==> config.mk <==
export PLATFORM = sky130hd
export DESIGN_NAME = ofm_tx_mover
export DESIGN_NICKNAME = d
export VERILOG_FILES = /design/src/rtl/ofm_pkg.sv /design/src/rtl/ofm_tx_mover.sv
export SDC_FILE = /design/constraint.sdc
export NUM_CORES = 1
export LEC_CHECK = 0
export BUFFER_PORTS_ARGS = -buffer_cell sky130_fd_sc_hd__buf_2
export CAP_MARGIN = 15
export CORE_ASPECT_RATIO = 1.75
export CORE_MARGIN = 4
export CORE_UTILIZATION = 30
export CTS_CLUSTER_DIAMETER = 120
export CTS_CLUSTER_SIZE = 14
export DETAILED_ROUTE_END_ITERATION = 16
export GPL_TIMING_DRIVEN = 0
export HOLD_SLACK_MARGIN = 0.05
export PLACE_DENSITY = 0.56
export SYNTH_ARGS = -nofsm -noshare
export SYNTH_HDL_FRONTEND = slang
export SYNTH_SLANG_ARGS = --single-unit
export TNS_END_PERCENT = 100
==> constraint.sdc <==
create_clock -name i_tx_clk -period 6.2 [get_ports i_tx_clk]
set_input_delay 0.62 -clock i_tx_clk [delete_from_list [all_inputs] [get_ports i_tx_clk]]
set_output_delay 0.62 -clock i_tx_clk [all_outputs]
set_load 0.03 [all_outputs]
==> src/rtl/ofm_pkg.sv <==
// Shared definitions for the outbound frame mover: word field positions, FSM states
// and the last-beat keep generator.
package ofm_pkg;

    localparam int unsigned CTRL_W        = 34;
    localparam int unsigned CTRL_LEN_LSB  = 0;
    localparam int unsigned CTRL_LEN_MSB  = 15;
    localparam int unsigned CTRL_DROP_BIT = 32;

    localparam int unsigned BEAT_W        = 73;
    localparam int unsigned BEAT_DATA_W   = 64;
    localparam int unsigned BEAT_KEEP_LSB = 64;
    localparam int unsigned BEAT_KEEP_MSB = 71;
    localparam int unsigned BEAT_LAST_BIT = 72;

    typedef enum logic [1:0] {
        ST_IDLE = 2'd0,
        ST_XFER = 2'd1,
        ST_DROP = 2'd2
    } state_e;

    // One keep bit per remaining byte; rem >= 8 yields a full beat.
    function automatic logic [7:0] len_to_keep(input logic [3:0] rem);
        logic [7:0] keep;
        for (int i = 0; i < 8; i++) begin
            keep[i] = (4'(i) < rem);
        end
        return keep;
    endfunction

endpackage

==> src/rtl/ofm_tx_mover.sv <==
// Moves packets from the info/data FWFT FIFOs into the MAC transmit FIFO, trimming the
// last beat to the control-word length, discarding dropped packets and counting outcomes.
module ofm_tx_mover
    import ofm_pkg::*;
#(
    parameter int unsigned LEN_W = 16,
    parameter int unsigned CNT_W = 32
) (
    input  logic                i_tx_clk,
    input  logic                i_sys_rst_n,
    input  logic                i_enable,
    input  logic [CTRL_W-1:0]   i_ctrl_fifo_rdata,
    input  logic                i_ctrl_fifo_empty,
    output logic                o_ctrl_fifo_rden,
    input  logic [BEAT_W-1:0]   i_data_fifo_rdata,
    input  logic                i_data_fifo_empty,
    output logic                o_data_fifo_rden,
    output logic [BEAT_W-1:0]   o_tx_fifo_wdata,
    output logic                o_tx_fifo_wren,
    input  logic                i_tx_fifo_afull,
    output logic                o_busy,
    output logic [CNT_W-1:0]    o_pkt_cnt,
    output logic [CNT_W-1:0]    o_drop_cnt,
    output logic [CNT_W-1:0]    o_len_err_cnt
);

    state_e              r_state, w_state_nxt;
    logic [LEN_W-1:0]    r_rem, w_rem_nxt;
    logic                r_wren, w_wren_nxt;
    logic [BEAT_W-1:0]   r_wdata, w_wdata_nxt;
    logic [CNT_W-1:0]    r_pkt_cnt, r_drop_cnt, r_len_err_cnt;
    logic                w_pkt_inc, w_drop_inc, w_err_inc;
    logic                w_ctrl_rden, w_data_rden;

    logic [LEN_W-1:0]    w_ctrl_len;
    logic                w_ctrl_drop;
    logic                w_src_last;
    logic                w_rem_le8;
    logic [7:0]          w_final_keep;
    logic [BEAT_DATA_W-1:0] w_src_data;
    logic [7:0]          w_src_keep;
    logic                w_unused_ctrl;

    assign w_ctrl_len    = i_ctrl_fifo_rdata[CTRL_LEN_LSB +: LEN_W];
    assign w_ctrl_drop   = i_ctrl_fifo_rdata[CTRL_DROP_BIT];
    assign w_unused_ctrl = ^{i_ctrl_fifo_rdata[33], i_ctrl_fifo_rdata[31:16]};
    assign w_src_last    = i_data_fifo_rdata[BEAT_LAST_BIT];
    assign w_src_keep    = i_data_fifo_rdata[BEAT_KEEP_MSB:BEAT_KEEP_LSB];
    assign w_src_data    = i_data_fifo_rdata[BEAT_DATA_W-1:0];
    assign w_rem_le8     = (r_rem <= LEN_W'(8));
    assign w_final_keep  = len_to_keep(r_rem[3:0]);

    always_comb begin
        w_state_nxt = r_state;
        w_rem_nxt   = r_rem;
        w_wren_nxt  = 1'b0;
        w_wdata_nxt = r_wdata;
        w_ctrl_rden = 1'b0;
        w_data_rden = 1'b0;
        w_pkt_inc   = 1'b0;
        w_drop_inc  = 1'b0;
        w_err_inc   = 1'b0;

        case (r_state)
            ST_IDLE: begin
                if (i_enable && !i_ctrl_fifo_empty && !i_tx_fifo_afull) begin
                    w_ctrl_rden = 1'b1;
                    w_rem_nxt   = w_ctrl_len;
                    if (w_ctrl_drop || (w_ctrl_len == '0)) begin
                        w_state_nxt = ST_DROP;
                        w_drop_inc  = 1'b1;
                    end else begin
                        w_state_nxt = ST_XFER;
                    end
                end
            end

            ST_XFER: begin
                w_data_rden = !i_data_fifo_empty && !i_tx_fifo_afull;
                if (w_data_rden) begin
                    w_wren_nxt = 1'b1;
                    if (w_rem_le8) begin
                        // Length reached: close the frame regardless of the source last bit.
                        w_wdata_nxt = {1'b1, w_final_keep, w_src_data};
                        w_pkt_inc   = 1'b1;
                        if (w_src_last) begin
                            w_state_nxt = ST_IDLE;
                        end else begin
                            w_err_inc   = 1'b1;
                            w_state_nxt = ST_DROP;
                        end
                    end else if (w_src_last) begin
                        w_wdata_nxt = i_data_fifo_rdata;
                        w_pkt_inc   = 1'b1;
                        w_err_inc   = 1'b1;
                        w_state_nxt = ST_IDLE;
                    end else begin
                        w_wdata_nxt = {1'b0, w_src_keep, w_src_data};
                        w_rem_nxt   = r_rem - LEN_W'(8);
                    end
                end
            end

            ST_DROP: begin
                // Flushing never writes, so transmit backpressure is irrelevant here.
                w_data_rden = !i_data_fifo_empty;
                if (w_data_rden && w_src_last) begin
                    w_state_nxt = ST_IDLE;
                end
            end

            default: begin
                w_state_nxt = ST_IDLE;
            end
        endcase
    end

    always_ff @(posedge i_tx_clk or negedge i_sys_rst_n) begin
        if (!i_sys_rst_n) begin
            r_state       <= ST_IDLE;
            r_rem         <= '0;
            r_wren        <= 1'b0;
            r_wdata       <= '0;
            r_pkt_cnt     <= '0;
            r_drop_cnt    <= '0;
            r_len_err_cnt <= '0;
        end else begin
            r_state <= w_state_nxt;
            r_rem   <= w_rem_nxt;
            r_wren  <= w_wren_nxt;
            r_wdata <= w_wdata_nxt;
            if (w_pkt_inc) begin
                r_pkt_cnt <= r_pkt_cnt + CNT_W'(1);
            end
            if (w_drop_inc) begin
                r_drop_cnt <= r_drop_cnt + CNT_W'(1);
            end
            if (w_err_inc) begin
                r_len_err_cnt <= r_len_err_cnt + CNT_W'(1);
            end
        end
    end

    // Pops are held off while reset is asserted so the FIFOs see no spurious reads.
    assign o_ctrl_fifo_rden = w_ctrl_rden && i_sys_rst_n;
    assign o_data_fifo_rden = w_data_rden && i_sys_rst_n;
    assign o_tx_fifo_wdata  = r_wdata;
    assign o_tx_fifo_wren   = r_wren;
    assign o_busy           = (r_state != ST_IDLE);
    assign o_pkt_cnt        = r_pkt_cnt;
    assign o_drop_cnt       = r_drop_cnt;
    assign o_len_err_cnt    = r_len_err_cnt;

endmodule

After elaboration in Yosys (flattened, before gate mapping)
Cells that the tools add are included.
Storage, ports and cells
  logic and storage cells: 76
  flip-flop bits (word level): 188
  bits of input ports: 113
Operators by class
  add/subtract/negate cells: 4
  equal/unequal tests: 8
  reduce and logical (&&, ||, !) cells: 17
  mux-type cells: 31
  order comparisons: 9
Operators with widths (count)
  two-way mux 73 bit: 2
  adder 32 x 1 -> 32 bit (second input constant): 3
  two-way mux 16 bit: 4
  one-hot mux 16 bit (2 select lines): 1
  less-or-equal comparator 16 x 4 -> 1 bit (second input constant): 1
  zero test 16 bit: 1
  less-than comparator 3 x 4 -> 1 bit (first input constant): 4
  subtractor 16 x 4 -> 16 bit (second input constant): 1
  two-way mux 1 bit: 15
  two-way mux 2 bit: 7
  != test 2 bit (second input constant): 5
  less-than comparator 1 x 4 -> 1 bit (first input constant): 2
  less-than comparator 2 x 4 -> 1 bit (first input constant): 2
  logical AND 1 bit: 6
  one-hot mux 2 bit (3 select lines): 1
  AND reduction 5 bit: 1
  AND reduction 4 bit: 1
  nonzero test 2 bit: 2
  zero test 1 bit: 3
  != test 3 bit (second input constant): 1
  equality test 2 x 1 -> 1 bit (second input constant): 1
  equality test 2 bit (second input constant): 1
  zero test 2 bit: 1
  one-hot mux 1 bit (2 select lines): 1
  2 further kinds: 2

Logic depth before layout (Yosys ltp)
  depth after elaboration: 6
  gate-level depth with buffers: 12
  depth with buffers taken out: 11

Least setup slack after synthesis
Ideal clock, no wire load.
  path type: reg-to-reg
  start point: register r_rem[13]
  end point: register r_len_err_cnt[25] (netlist: o_len_err_cnt[25])
  required time: 6067 ps
  slack: 2661 ps
  data arrival time: 3406 ps
  cell stages (with the launch flop): 12
  library setup time: 133 ps
  buffers on the path: 2
  cells stage by stage: dfrtp_1 or4_4 or4_4 nor2_4 buf_4 ha_1 nand3b_1 or4_1 clkbuf_1 and3b_1 nand4_1 xnor2_1
On the way
  cells in the longest elaborated chain, start to end: 4
RTL lines
  from (decl): line ofm_tx_mover.sv:28  | logic [LEN_W-1:0] r_rem, w_rem_nxt;
  from (signal assigned): line ofm_tx_mover.sv:129  | r_rem <= w_rem_nxt;
  less-or-equal comparator 16 x 4 -> 1 bit: line ofm_tx_mover.sv:50  | assign w_rem_le8 = (r_rem <= LEN_W'(8));
  two-way mux 1 bit: line ofm_tx_mover.sv:82  | if (w_rem_le8) begin
  two-way mux 1 bit: line ofm_tx_mover.sv:80  | if (w_data_rden) begin
  two-way mux 1 bit: line ofm_tx_mover.sv:64  | case (r_state)
  to (signal assigned): line ofm_tx_mover.sv:139  | r_len_err_cnt <= r_len_err_cnt + CNT_W'(1);
  to (decl): line ofm_tx_mover.sv:31  | logic [CNT_W-1:0] r_pkt_cnt, r_drop_cnt, r_len_err_cnt;
Every way passes these cells.
A chain may end at the register's enable or synchronous reset.

Worst setup path in the final report
  start point: register r_rem[12]
  end point: register r_len_err_cnt[18] (netlist: o_len_err_cnt[18])
Same word-level chain as after synthesis.

==> metrics.txt <==
leakage power total 5.63 nW; Register Area 4700 µm²; endpoints failing setup 0; Crit Path Class register to register; Final WS setup 2.05 ns; Die ar. 30900 µm²; syn nets 981; vias in the first global route 6988; crit path time final 4.15 ns; Synth Flop Type dfrtp_1; synth unique cells 57; share of cells above drive strength 1 27.1%; port bufs 268; Critical Path RT 6.52 ns; TritonCTS clock tree yes; most common library cells after synthesis nand2_1 (252), dfrtp_1 (188), xnor2_1 (62); Finished Cell Area 10800 µm²; RSZ-0062 raised after global routing false; hpwl dp 19.1 mm; sequential area share after synthesis 55.9%; count of final max-slew check failures 0; Crit path arrival time 4.47 ns; number of CTS-inserted buffers 17; GRT Util Overall 16.2%; total grt overflow 0; outcome complete, no violations; CTS root buf clkbuf_16; Place WS 2.06 ns; detailed-route via count 7134; via density per instance 4.67; largest cells by area after synthesis dfrtp_1 (56%), nand2_1 (11%), xnor2_1 (6.5%), xor2_1 (3.2%), nor2_1 (2.0%); Worst-path clk slew 0.07 ns; top-count cell post-synth nand2_1; Max Fclk 0.241 GHz; actual slew at the worst max-slew pin 1.09 ns; Detailed Routing Iterations Pass 1 5; count of flip-flops with a built-in enable after synthesis 0; Max clock buf depth 2; Layout area overhead 28.4%; top cell type's share of synthesized area 55.9%; Peak supply drop 0.000189 V; final hold slack 0.154 ns; Clk Latency, worst-skew pair 0.44 ns; Worst Hold Class input port to asynchronous set/reset pin; row cnt 80; Iteration-0 DRC Markers 327; Ys Warns 0; post_cts resized 0; Antenna Nets Post-Route 0; CTS sink count 188; Residual DRC 0; htree depth 4; ys async rst share 100%; Initial Utilization 30.7%; CP Max Fanout 10; final hold viol count 0; postcts setup bufs 0; Synth Register Bits 188; number of nets in the layout 1269; max_cap viols 0; largest net degree at the start of global routing 110; Core Util, Final 39.4%; Yosys top cell by area dfrtp_1; Post-Syn Instances 857; wire per inst 16.3 µm; total negative slack 0 ns; Filler cells 2875; footprint of the multi-input gates 3510 µm²; startpoint types register; routability cong. 0.805; Setup Skew 0.0104 ns; Slew HR 26.7%; routed wire length 24.9 mm; first-pass GRT wire length 39.0 mm; CTS hold repair buffers 0; Pwr Density 395 nW/µm²; Placed Area 10300 µm²; die span in y 230 µm; post-synthesis instance area 8410 µm²; Worst setup EP type register; fin crit share 66.9%; Mapped Avg Cell Area 9.82 µm²; Die X 135 µm; antenna violations before repair 2; core box area 27400 µm²; Ports 286
## final timing paths
path                                           start                         endpoint  slack [ns]  depth (start not counted)
max                            r_rem[12]$_DFFE_PN0P_    o_len_err_cnt[18]$_DFFE_PN0P_        2.05                         10
min                                      i_sys_rst_n       o_drop_cnt[15]$_DFFE_PN0P_        0.15                          1
max reg2reg                    r_rem[12]$_DFFE_PN0P_    o_len_err_cnt[18]$_DFFE_PN0P_        2.05                         10
min reg2reg                o_pkt_cnt[31]$_DFFE_PN0P_        o_pkt_cnt[31]$_DFFE_PN0P_        0.47                          1
max in group asynchronous                i_sys_rst_n  o_tx_fifo_wdata[36]$_DFFE_PN0P_        5.02                          2
min in group i_tx_clk          i_data_fifo_rdata[45]  o_tx_fifo_wdata[45]$_DFFE_PN0P_        0.37                          3
## registers in the layout, summed over array words and instances, names as in the netlist
signal	count
r_state	2
o_pkt_cnt	32
r_rem	16
o_tx_fifo_wren	1
o_tx_fifo_wdata	73
o_len_err_cnt	32
o_drop_cnt	32
## cell families after synthesis
family | Yosys count | share of synthesized area [%]
flops | 188 | 55.9
fa+ha+maj | 11 | 1.64
buf+inv | 49 | 2.34
simple gates | 443 | 24.2
mux | 5 | 0.640
xor+xnor | 93 | 9.68
compound gates | 68 | 5.55
## layout by cell type (no fill, tap or decap), types with 3 or more instances in the layout
master / netlist / layout
buf_2: 1 / 268
nor4_1: 18 / 18
ha_1: 11 / 11
o31ai_1: 6 / 6
a21oi_1: 13 / 13
nand2b_1: 4 / 4
nand4_1: 25 / 25
a31oi_1: 4 / 4
nor3b_1: 3 / 3
inv_1: 19 / 19
a2bb2oi_1: 4 / 4
dfrtp_1: 188 / 188
nand2_1: 252 / 252
mux2_2: 3 / 3
clkbuf_16: 0 / 17
a22o_1: 4 / 4
clkbuf_1: 23 / 27
xnor2_1: 62 / 62
and4_1: 8 / 8
nor2b_1: 3 / 3
xor2_1: 31 / 31
or4_1: 4 / 4
nor2_1: 45 / 45
nand3_1: 33 / 33
nand3b_1: 5 / 5
and3_1: 13 / 13
o21ai_0: 16 / 16
nor3_1: 15 / 15
o22ai_1: 5 / 5
## worst max-delay path, cell delays in order (launching register included)
cell	delay, ns
dfrtp_1	0.44
or4_4	0.55
or4_4	0.53
nor2_4	0.25
buf_4	0.25
ha_1	0.30
nand3b_1	0.24
nor4_1	0.91
and2_1	0.28
nand4_1	0.12
xnor2_1	0.14
## power by group
part / internal [mW] / switching [mW]
logic: 0.438 / 1.05
registers: 1.52 / 0.210
clock network: 0.565 / 0.482
## metrics by stage
| stage | cells | total power [mW] |
|---|---|---|
| after floorplan | 857 | 2.71 |
| after detailed placement | 1495 | 3.26 |
| after CTS | 1526 | 4.33 |
| after global routing | 1528 | 4.52 |
| after global placement | 1494 | 3.24 |
| final | 1528 | 4.27 |
## area by class of cell
class                      instances  share of cell area [%]
sequential                       188                    43.6
multi-input combinational        620                    32.5
timing repair buffer             269                    12.8
tap                              369                    4.27
clock buffer                      22                    4.20
buffer                            28                    1.09
clock inverter                     9                   0.834
inverter                          21                   0.730
antenna                            2                  0.0463
## per-layer routing
| layer | part of all wire (%) | routed length (µm) | vias up | GRT usage (%) |
|---|---|---|---|---|
| li1 | - | - | 3464 | - |
| met1 | 37 | 9300 | 3465 | 18.0 |
| met3 | 3.9 | 967 | 32 | 3.29 |
| met5 | 0 | 0 | - | 0 |
| met4 | 2.5 | 624 | 0 | 6.34 |
| met2 | 56 | 14000 | 173 | 29.9 |
No activity file was read; power rests on OpenSTA's default activity.
